File: src/rtl/alu_cmd_sequencer.sv
// Command front-end for a registered 16-bit ALU: buffers commands, issues them in order and returns tagged results.
// Latency: accept at edge n -> res_valid from edge n+3; one command per cycle sustained. Backpressure: issue waits for result-FIFO credits; cmd_ready drops when the command FIFO is full.
module alu_cmd_sequencer #(
  parameter int DEPTH  = 4,
  parameter int RDEPTH = 4,
  parameter int TAG_W  = 4
) (
  input  logic             CLK,
  input  logic             RST_N,
  input  logic             cmd_valid,
  output logic             cmd_ready,
  input  logic [3:0]       cmd_fun,
  input  logic [15:0]      cmd_a,
  input  logic [15:0]      cmd_b,
  input  logic [TAG_W-1:0] cmd_tag,
  output logic [15:0]      ALU_A,
  output logic [15:0]      ALU_B,
  output logic [3:0]       ALU_FUN,
  input  logic [31:0]      ALU_OUT,
  input  logic             arith_flag,
  input  logic             logic_flag,
  input  logic             cmp_flag,
  input  logic             shift_flag,
  output logic             res_valid,
  input  logic             res_ready,
  output logic [31:0]      res_data,
  output logic [TAG_W-1:0] res_tag,
  output logic [3:0]       res_class,
  output logic             res_div0,
  output logic             res_illegal
);

  localparam int AW = $clog2(DEPTH);
  localparam int RW = $clog2(RDEPTH);
  localparam logic [3:0]    FUN_IDLE = 4'hF;
  localparam logic [3:0]    FUN_DIV  = 4'd3;
  localparam logic [AW:0]   CMD_ONE  = 1;
  localparam logic [RW:0]   RES_ONE  = 1;
  localparam logic [RW+1:0] CREDITS  = RDEPTH;

  typedef struct packed {
    logic [3:0]       fun;
    logic [15:0]      a;
    logic [15:0]      b;
    logic [TAG_W-1:0] tag;
  } cmd_t;

  typedef struct packed {
    logic [31:0]      data;
    logic [TAG_W-1:0] tag;
    logic [3:0]       cls;
    logic             div0;
    logic             illegal;
  } res_t;

  cmd_t             cmd_mem_q [DEPTH];
  cmd_t             cmd_mem_d [DEPTH];
  logic [AW:0]      cmd_wr_q, cmd_wr_d, cmd_rd_q, cmd_rd_d;
  res_t             res_mem_q [RDEPTH];
  res_t             res_mem_d [RDEPTH];
  logic [RW:0]      res_wr_q, res_wr_d, res_rd_q, res_rd_d;

  logic [15:0]      alu_a_q, alu_a_d, alu_b_q, alu_b_d;
  logic [3:0]       alu_fun_q, alu_fun_d;
  logic             v1_q, v1_d, div0_1_q, div0_1_d, ill1_q, ill1_d;
  logic [TAG_W-1:0] tag1_q, tag1_d;
  logic             v2_q, v2_d, div0_2_q, div0_2_d, ill2_q, ill2_d;
  logic [TAG_W-1:0] tag2_q, tag2_d;
  logic [3:0]       cls2_q, cls2_d;

  logic             cmd_full, cmd_empty, push, issue, pop;
  logic [RW:0]      res_count;
  logic [RW+1:0]    credit_use;
  cmd_t             head;
  res_t             res_head, res_new;

  always_comb begin
    cmd_full   = (cmd_wr_q[AW] != cmd_rd_q[AW]) && (cmd_wr_q[AW-1:0] == cmd_rd_q[AW-1:0]);
    cmd_empty  = (cmd_wr_q == cmd_rd_q);
    cmd_ready  = !cmd_full && RST_N;
    push       = cmd_valid && cmd_ready;
    head       = cmd_mem_q[cmd_rd_q[AW-1:0]];
    res_count  = res_wr_q - res_rd_q;
    res_valid  = (res_count != '0);
    pop        = res_valid && res_ready;
    // Every issued op already owns a result slot, so the capture write can never overflow.
    credit_use = {1'b0, res_count} + {{(RW+1){1'b0}}, v1_q} + {{(RW+1){1'b0}}, v2_q}
                 - {{(RW+1){1'b0}}, pop};
    issue      = !cmd_empty && (credit_use < CREDITS);
  end

  always_comb begin
    cmd_mem_d = cmd_mem_q;
    cmd_wr_d  = cmd_wr_q;
    cmd_rd_d  = cmd_rd_q;
    if (push) begin
      cmd_mem_d[cmd_wr_q[AW-1:0]] = '{fun: cmd_fun, a: cmd_a, b: cmd_b, tag: cmd_tag};
      cmd_wr_d = cmd_wr_q + CMD_ONE;
    end
    if (issue) begin
      cmd_rd_d = cmd_rd_q + CMD_ONE;
    end
  end

  always_comb begin
    alu_a_d   = alu_a_q;
    alu_b_d   = alu_b_q;
    alu_fun_d = FUN_IDLE;
    v1_d      = 1'b0;
    tag1_d    = tag1_q;
    div0_1_d  = 1'b0;
    ill1_d    = 1'b0;
    if (issue) begin
      alu_a_d   = head.a;
      alu_b_d   = head.b;
      alu_fun_d = head.fun;
      v1_d      = 1'b1;
      tag1_d    = head.tag;
      div0_1_d  = (head.fun == FUN_DIV) && (head.b == 16'd0);
      ill1_d    = (head.fun == FUN_IDLE);
    end
    // Flags follow ALU_FUN, so they are sampled while stage 1 still presents the op.
    v2_d     = v1_q;
    tag2_d   = tag1_q;
    div0_2_d = div0_1_q;
    ill2_d   = ill1_q;
    cls2_d   = {shift_flag, cmp_flag, logic_flag, arith_flag};
  end

  always_comb begin
    res_mem_d       = res_mem_q;
    res_wr_d        = res_wr_q;
    res_rd_d        = res_rd_q;
    res_new.data    = ill2_q ? 32'd0 : (div0_2_q ? 32'hFFFF_FFFF : ALU_OUT);
    res_new.tag     = tag2_q;
    res_new.cls     = cls2_q;
    res_new.div0    = div0_2_q;
    res_new.illegal = ill2_q;
    if (v2_q) begin
      res_mem_d[res_wr_q[RW-1:0]] = res_new;
      res_wr_d = res_wr_q + RES_ONE;
    end
    if (pop) begin
      res_rd_d = res_rd_q + RES_ONE;
    end
  end

  always_ff @(posedge CLK or negedge RST_N) begin
    if (!RST_N) begin
      for (int i = 0; i < DEPTH; i++) cmd_mem_q[i] <= '0;
      for (int i = 0; i < RDEPTH; i++) res_mem_q[i] <= '0;
      cmd_wr_q  <= '0;
      cmd_rd_q  <= '0;
      res_wr_q  <= '0;
      res_rd_q  <= '0;
      alu_a_q   <= '0;
      alu_b_q   <= '0;
      alu_fun_q <= FUN_IDLE;
      v1_q      <= 1'b0;
      tag1_q    <= '0;
      div0_1_q  <= 1'b0;
      ill1_q    <= 1'b0;
      v2_q      <= 1'b0;
      tag2_q    <= '0;
      div0_2_q  <= 1'b0;
      ill2_q    <= 1'b0;
      cls2_q    <= '0;
    end else begin
      cmd_mem_q <= cmd_mem_d;
      res_mem_q <= res_mem_d;
      cmd_wr_q  <= cmd_wr_d;
      cmd_rd_q  <= cmd_rd_d;
      res_wr_q  <= res_wr_d;
      res_rd_q  <= res_rd_d;
      alu_a_q   <= alu_a_d;
      alu_b_q   <= alu_b_d;
      alu_fun_q <= alu_fun_d;
      v1_q      <= v1_d;
      tag1_q    <= tag1_d;
      div0_1_q  <= div0_1_d;
      ill1_q    <= ill1_d;
      v2_q      <= v2_d;
      tag2_q    <= tag2_d;
      div0_2_q  <= div0_2_d;
      ill2_q    <= ill2_d;
      cls2_q    <= cls2_d;
    end
  end

  always_comb begin
    res_head    = res_mem_q[res_rd_q[RW-1:0]];
    res_data    = res_head.data;
    res_tag     = res_head.tag;
    res_class   = res_head.cls;
    res_div0    = res_head.div0;
    res_illegal = res_head.illegal;
    ALU_A       = alu_a_q;
    ALU_B       = alu_b_q;
    ALU_FUN     = alu_fun_q;
  end

endmodule

File: config.mk
export PLATFORM = sky130hd
export DESIGN_NAME = alu_cmd_sequencer
export DESIGN_NICKNAME = d
export VERILOG_FILES = /design/src/rtl/alu_cmd_sequencer.sv
export SDC_FILE = /design/constraint.sdc
export NUM_CORES = 1
export LEC_CHECK = 0
export ABC_AREA = 1
export CAP_MARGIN = 20
export CORE_MARGIN = 4
export CORE_UTILIZATION = 62
export CTS_CLUSTER_SIZE = 25
export DETAILED_ROUTE_END_ITERATION = 7
export PLACE_DENSITY = 0.85
export SLEW_MARGIN = 0
export SYNTH_ARGS = -nofsm -noshare
export SYNTH_HDL_FRONTEND = slang
export SYNTH_SLANG_ARGS = --single-unit
File: constraint.sdc
create_clock -name CLK -period 9.82 [get_ports CLK]
set_clock_uncertainty 0.15 [all_clocks]
set_input_delay 2.455 -clock CLK [delete_from_list [all_inputs] [get_ports CLK]]
set_output_delay 2.455 -clock CLK [all_outputs]
set_load 0.005 [all_outputs]
==> results of run 1 <==
[sequential cells by signal, summed over array words and instances (netlist names)]
signal / flops
cmd_wr_q: 3
cmd_rd_q: 3
div0_1_q: 1
v1_q: 1
v2_q: 1
cls2_q: 4
tag2_q: 4
cmd_mem_q: 160
ALU_FUN: 4
ALU_A: 16
res_mem_q: 168
res_rd_q: 3
res_wr_q: 3
ALU_B: 16
div0_2_q: 1
ill2_q: 1
tag1_q: 4
ill1_q: 1
[per-stage QoR]
| step | hold slack [ns] | std cells |
|---|---|---|
| finish | 0.199 | 2516 |
| global placement | 0.185 | 2437 |
| CTS | 0.201 | 2511 |
| floorplan | 0.181 | 2052 |
| global route | 0.220 | 2516 |
| detailed placement | 0.187 | 2437 |
[area by class of cell]
cell class | instances | share of cell area (%)
clock buffer | 61 | 5.90
clock inverter | 13 | 0.638
inverter | 47 | 0.873
multi-input combinational | 1475 | 32.3
sequential | 394 | 48.8
tap | 341 | 2.11
timing repair buffer | 185 | 9.29
[report_power, final]
group | switching (uW) | internal, uW
Clock | 621 | 893
Combinational | 1990 | 1310
Sequential | 429 | 2400
[worst paths after layout]
path | to | from | slack, ns | cells after the start
max | cmd_ready | RST_N | 3.49 | 4
min in group asynchronous | res_mem_q[65] | RST_N | 1.79 | 1
min | div0_2_q | div0_1_q | 0.20 | 0
max in group asynchronous | res_mem_q[77] | RST_N | 5.68 | 4
max reg2reg | ALU_B[2] | res_rd_q[0] | 5.08 | 24
min reg2reg | div0_2_q | div0_1_q | 0.20 | 0
[layout by cell type (no fill, tap or decap), types with 2 or more instances in the layout]
cell type        synthesis  final
clkbuf_1                97     11
clkinv_2                 0      7
nor3_1                   2      2
ha_1                    15     15
nand2_2                  0      4
clkbuf_8                 0      9
nand3_1                 45     45
dfrtp_2                  0      2
a32o_1                  20     20
inv_6                    0      2
buf_12                   0      2
clkbuf_16                0     41
xnor2_1                  4      4
buf_4                    0     21
clkdlybuf4s50_1          0    158
nand2_1                889    885
nor2_1                  93     92
inv_2                    2      5
nor2_4                   2      4
o22ai_1                 42     42
dfrtp_1                390    388
xor2_1                   4      4
dfstp_2                  4      4
bufinv_16                0      2
buf_16                   0      3
o21ai_0                331    331
a21oi_1                 22     22
inv_1                   43     42
[layer usage]
metal,share of wire (%),track usage (%),wire length (um)
met1,40,38.1,17300
met5,0.046,0,20
met3,8.4,5.31,3650
met2,49,47.5,21400
met4,2.2,9.11,963
[worst max-delay path, delay by kind of cell]
kind	cells	cell delay, ns
buffers and inverters	3	1.08
and+or+nand+nor	1	0.11
[logic make-up (layout without fill, tap and decap cells)]
group                    after synthesis  count (layout)  share of synthesized area, %
AO/OA/AOI/OAI                        415             415                          13.0
flip-flops                           394             394                          57.7
XOR/XNOR                               8               8                         0.410
adder cells (fa/ha/maj)               16              16                          1.22
buffers and inverters                183             306                          4.25
AND/OR/NAND/NOR                     1036            1036                          23.4
==> results.tsv, run 1 <==
metric	value	unit
status	complete, no violations	
Longest Clk Path Bufs	3	
crit start category	input port	
final wirelength	43.3	mm
CP Cell Sequence	buf_8 > nand2_1 > inv_1 > clkdlybuf4s50_1	
gr usage total	28.4	%
Slew Limit Fails	0	
area delta synth->final	18.2	%
worst-case vdd ir drop	0.000277	V
via/cell ratio	5.85	
Routed Antenna Nets	0	
Syn Nets	2148	
Finished Core Util	74.7	%
Crit-path slowest cell	buf_8	
DRC	0	
Post-synth EDFFs	0	
Root Buffer	clkbuf_16	
post-route setup slack	3.49	ns
Req. time, crit path	7.22	ns
Die W	174	um
CP max FO	102	
yosys warns	0	
total gr overflow	0	
Tcrit/Tclk final	64.4	%
Yosys top cell area share	57.1	%
global-route wire length before repair	72.3	mm
IO Port Bufs	159	
Unique masters post-synth	26	
most frequent cell after synthesis	nand2_1	
largest net degree at the start of global routing	103	
actual slew at the worst max-slew pin	1.06	ns
Post-synth top flop	dfrtp_1	
commonest cells in the netlist	nand2_1, dfrtp_1, o21ai_0	
H-Tree Depth	2	
Ports	160	
layout cells sized above 1	5.10	%
row count	60	
Ant. Diodes	0	
initial antenna violation count	1	
Post-CTS Setup Bufs	0	
largest cells by area after synthesis	dfrtp_1, nand2_1, o21ai_0	
worst path arrival time	3.72	ns
Net count, final	2239	
final setup violating endpoints	0	
Avg Inst Size Synth	8.33	um^2
synthesized cell area	0.0171	mm^2
Iteration-0 DRC Markers	1658	
Core Area	0.0270	mm^2
Max-cap violations	0	
total CTS buffers	40	
Die H	174	um
CP endpoint kind	output port	
Reg clk slew, reported paths	0.06	ns
drt first pass iters	5	
vias in the first global route	14600	
Clock Sink Count	394	
DP Worst Slack	3.45	ns
post-route minimum period	6.33	ns
Design Area, Final	0.0202	mm^2
Slew headroom	29.3	%
initial core utilization	63.2	%
Final Power	7640	uW
setup TNS	0	ns
CTS resizes	0	
share of synthesized registers carrying an async set or reset	100	%
FMAX	158	MHz
P_leak	0.00982	uW
Fin. Hold Viols	0	
multi-input logic area	0.00653	mm^2
PwrDens	378	mW/mm^2
Seq/Total Area, Yosys	57.7	%
post-synthesis register bit count	394	
CTS hold repair buffers	0	
Placed Area	0.0188	mm^2
RSZ-0062 raised after global routing	no	
CTS tree	done	
flip-flop and latch area	0.00987	mm^2
Yosys top cell by area	dfrtp_1	
Hold WC Path Type	flop to flop	
clk_lat worst skew	0.53	ns
Layout fillers	1882	
Vias	14700	
die area	0.0303	mm^2
Avg WL per Cell	17.2	um
CP Class	input port to output port	
Syn Inst Count	2052	
final RePlAce weighted congestion	0.818	
Post-DP HPWL	24.4	mm
Worst path max stage delay	0.52	ns
Note: power is estimated with default switching activity, not from simulation.
==> run 2, diff against run 1 <==
--- a/config.mk
+++ b/config.mk
@@ -8,10 +8,10 @@
 export ABC_AREA = 1
 export CAP_MARGIN = 20
 export CORE_MARGIN = 4
-export CORE_UTILIZATION = 62
+export CORE_UTILIZATION = 57
 export CTS_CLUSTER_SIZE = 25
 export DETAILED_ROUTE_END_ITERATION = 7
-export PLACE_DENSITY = 0.85
+export PLACE_DENSITY = 0.79
 export SLEW_MARGIN = 0
 export SYNTH_ARGS = -nofsm -noshare
 export SYNTH_HDL_FRONTEND = slang
==> constraint.sdc (replaced) <==
create_clock -name CLK -period 5.9 [get_ports CLK]
set_clock_uncertainty 0.15 [all_clocks]
set_input_delay 1.475 -clock CLK [delete_from_list [all_inputs] [get_ports CLK]]
set_output_delay 1.475 -clock CLK [all_outputs]
set_load 0.005 [all_outputs]
==> results.tsv, run 2 (same netlist as run 1, synthesis figures left out) <==
metric	value	unit
gr usage total	26.0	%
initial core utilization	57.7	%
CP Cell Sequence	inv_2 > buf_4 > o21ai_0 > o22ai_1 > clkdlybuf4s50_1	
Root Buffer	clkbuf_16	
Vias	14300	
Req. time, crit path	4.28	ns
actual slew at the worst max-slew pin	1.03	ns
total CTS buffers	42	
worst path arrival time	3.13	ns
Longest Clk Path Bufs	3	
crit start category	flop	
met2 usage	41.9	%
Clock Sink Count	394	
final wirelength	42.8	mm
Int Pwr	7620	uW
P_leak	0.00982	uW
Crit-path slowest cell	buf_4	
Post-DP HPWL	24.3	mm
Net count, final	2243	
Iteration-0 DRC Markers	1192	
commonest non-fill, non-tap cell in the layout	nand2_1	
post-route minimum period	4.75	ns
CP endpoint kind	output port	
Post-CTS Setup Bufs	0	
final setup violating endpoints	0	
Reg clk slew, reported paths	0.06	ns
worst-case vdd ir drop	0.000553	V
Die W	181	um
CP Class	flop to output port	
Largest regs	res_mem_q (168), cmd_mem_q (160)	
global-route wire length before repair	71.3	mm
Placed Cells incl. Taps	2490	
switching power	4980	uW
vias in the first global route	14200	
CTS hold repair buffers	0	
logic gate share of total power	42.4	%
GRT Max-Usage Layer	met2	
Hold WC Path Type	flop to flop	
number of flip-flops under the largest register name	168	
Largest Register	res_mem_q	
CTS tree	done	
area delta synth->final	18.7	%
final RePlAce weighted congestion	0.784	
Core Area	0.0296	mm^2
non-filler cells, final	2571	
Slew headroom	31.4	%
via/cell ratio	5.58	
H-Tree Depth	2	
Avg WL per Cell	16.6	um
PwrDens	621	mW/mm^2
Sw Ratio	39.5	%
Max-cap violations	0	
FMAX	210	MHz
Ports	160	
status	complete, no violations	
clk_lat worst skew	0.54	ns
Routed Antenna Nets	0	
CP max FO	64	
layout cells sized above 1	5.18	%
met1 Use GR	35.9	%
DRC	0	
die area	0.0328	mm^2
total gr overflow	0	
power share of the clock group	20.2	%
initial antenna violation count	3	
Tcrit/Tclk final	80.6	%
Die H	181	um
IO Port Bufs	159	
most frequent cells in the layout	nand2_1, dfrtp_1, o21ai_0, clkdlybuf4s50_1, nor2_1	
CTS resizes	0	
RSZ-0062 raised after global routing	no	
register share of total power	37.4	%
Fin. Hold Viols	0	
met3 Usage GRT	5.36	%
largest net degree at the start of global routing	87	
drt first pass iters	5	
row count	63	
Slew Limit Fails	0	
Worst path max stage delay	0.60	ns
setup TNS	0	ns
-- run 2: cell types whose count changed in the layout (fill, tap and decap cells not counted), moves of 2 or more --
cell / change
clkbuf_1: +3
buf_4: +4
clkbuf_16: +2
buf_12: -2
clkinv_2: -2
clkinvlp_4: +3
-- run 2: final timing paths --
kind                                  start        endpoint  slack, ns  depth (start not counted)
worst max-delay path            res_rd_q[0]    res_data[22]       1.15                          5
worst min-delay path                 ill1_q          ill2_q       0.23                          0
worst max register to register  res_rd_q[0]        ALU_B[0]       1.62                         23
max in group asynchronous             RST_N  cmd_mem_q[149]       2.86                          3
worst min register to register       ill1_q          ill2_q       0.23                          0
min in group asynchronous             RST_N   res_mem_q[23]       0.73                          1
-- run 2: critical path: cells and delay by family, from the launching register on --
family                 cells  cell delay (ns)
buffers and inverters      3             1.53
flip-flops                 1             0.56
AO/OA/AOI/OAI              2             0.47
-- run 2: power by group through the flow --
| stage | clock [uW] | sequential [uW] | combinational, uW |
|---|---|---|---|
| after floorplan | 0 | 4520 | 3510 |
| after global placement | 0 | 4680 | 5110 |
| after detailed placement | 0 | 4720 | 5320 |
| after CTS | 2580 | 4700 | 5360 |
| after global routing | 2710 | 4860 | 6110 |
| final | 2540 | 4710 | 5350 |
-- run 2: area by class of cell --
class,instances,area [um^2]
sequential,394,9870
antenna,1,2.50
fill,2355,9360
inverter,47,176
clock buffer,65,1240
clock inverter,12,110
multi-input combinational,1475,6530
timing repair buffer,187,1870
tap,390,488
-- run 2: per-stage QoR --
| step | power, uW | util, % | worst slack (ns) | area, um^2 | hold WS [ns] |
|---|---|---|---|---|---|
| 2_1_floorplan | 8040 | - | 2.45 | 17100 | 0.181 |
| 3_3_place_gp | 9790 | 63.6 | 1.58 | 18800 | 0.186 |
| 3_5_place_dp | 10000 | 63.6 | 1.44 | 18800 | 0.203 |
| 4_1_cts | 12600 | 68.1 | 1.18 | 20200 | 0.231 |
| 5_1_grt | 13700 | 68.4 | 0.991 | 20300 | 0.236 |
| 6_report | 12600 | 68.4 | 1.15 | 20300 | 0.228 |
-- run 2: routing by layer --
layer	vias to the layer above	routed length, um
li1	6803	-
met1	6910	18400
met2	533	20000
met3	90	3420
met4	4	979
met5	-	28
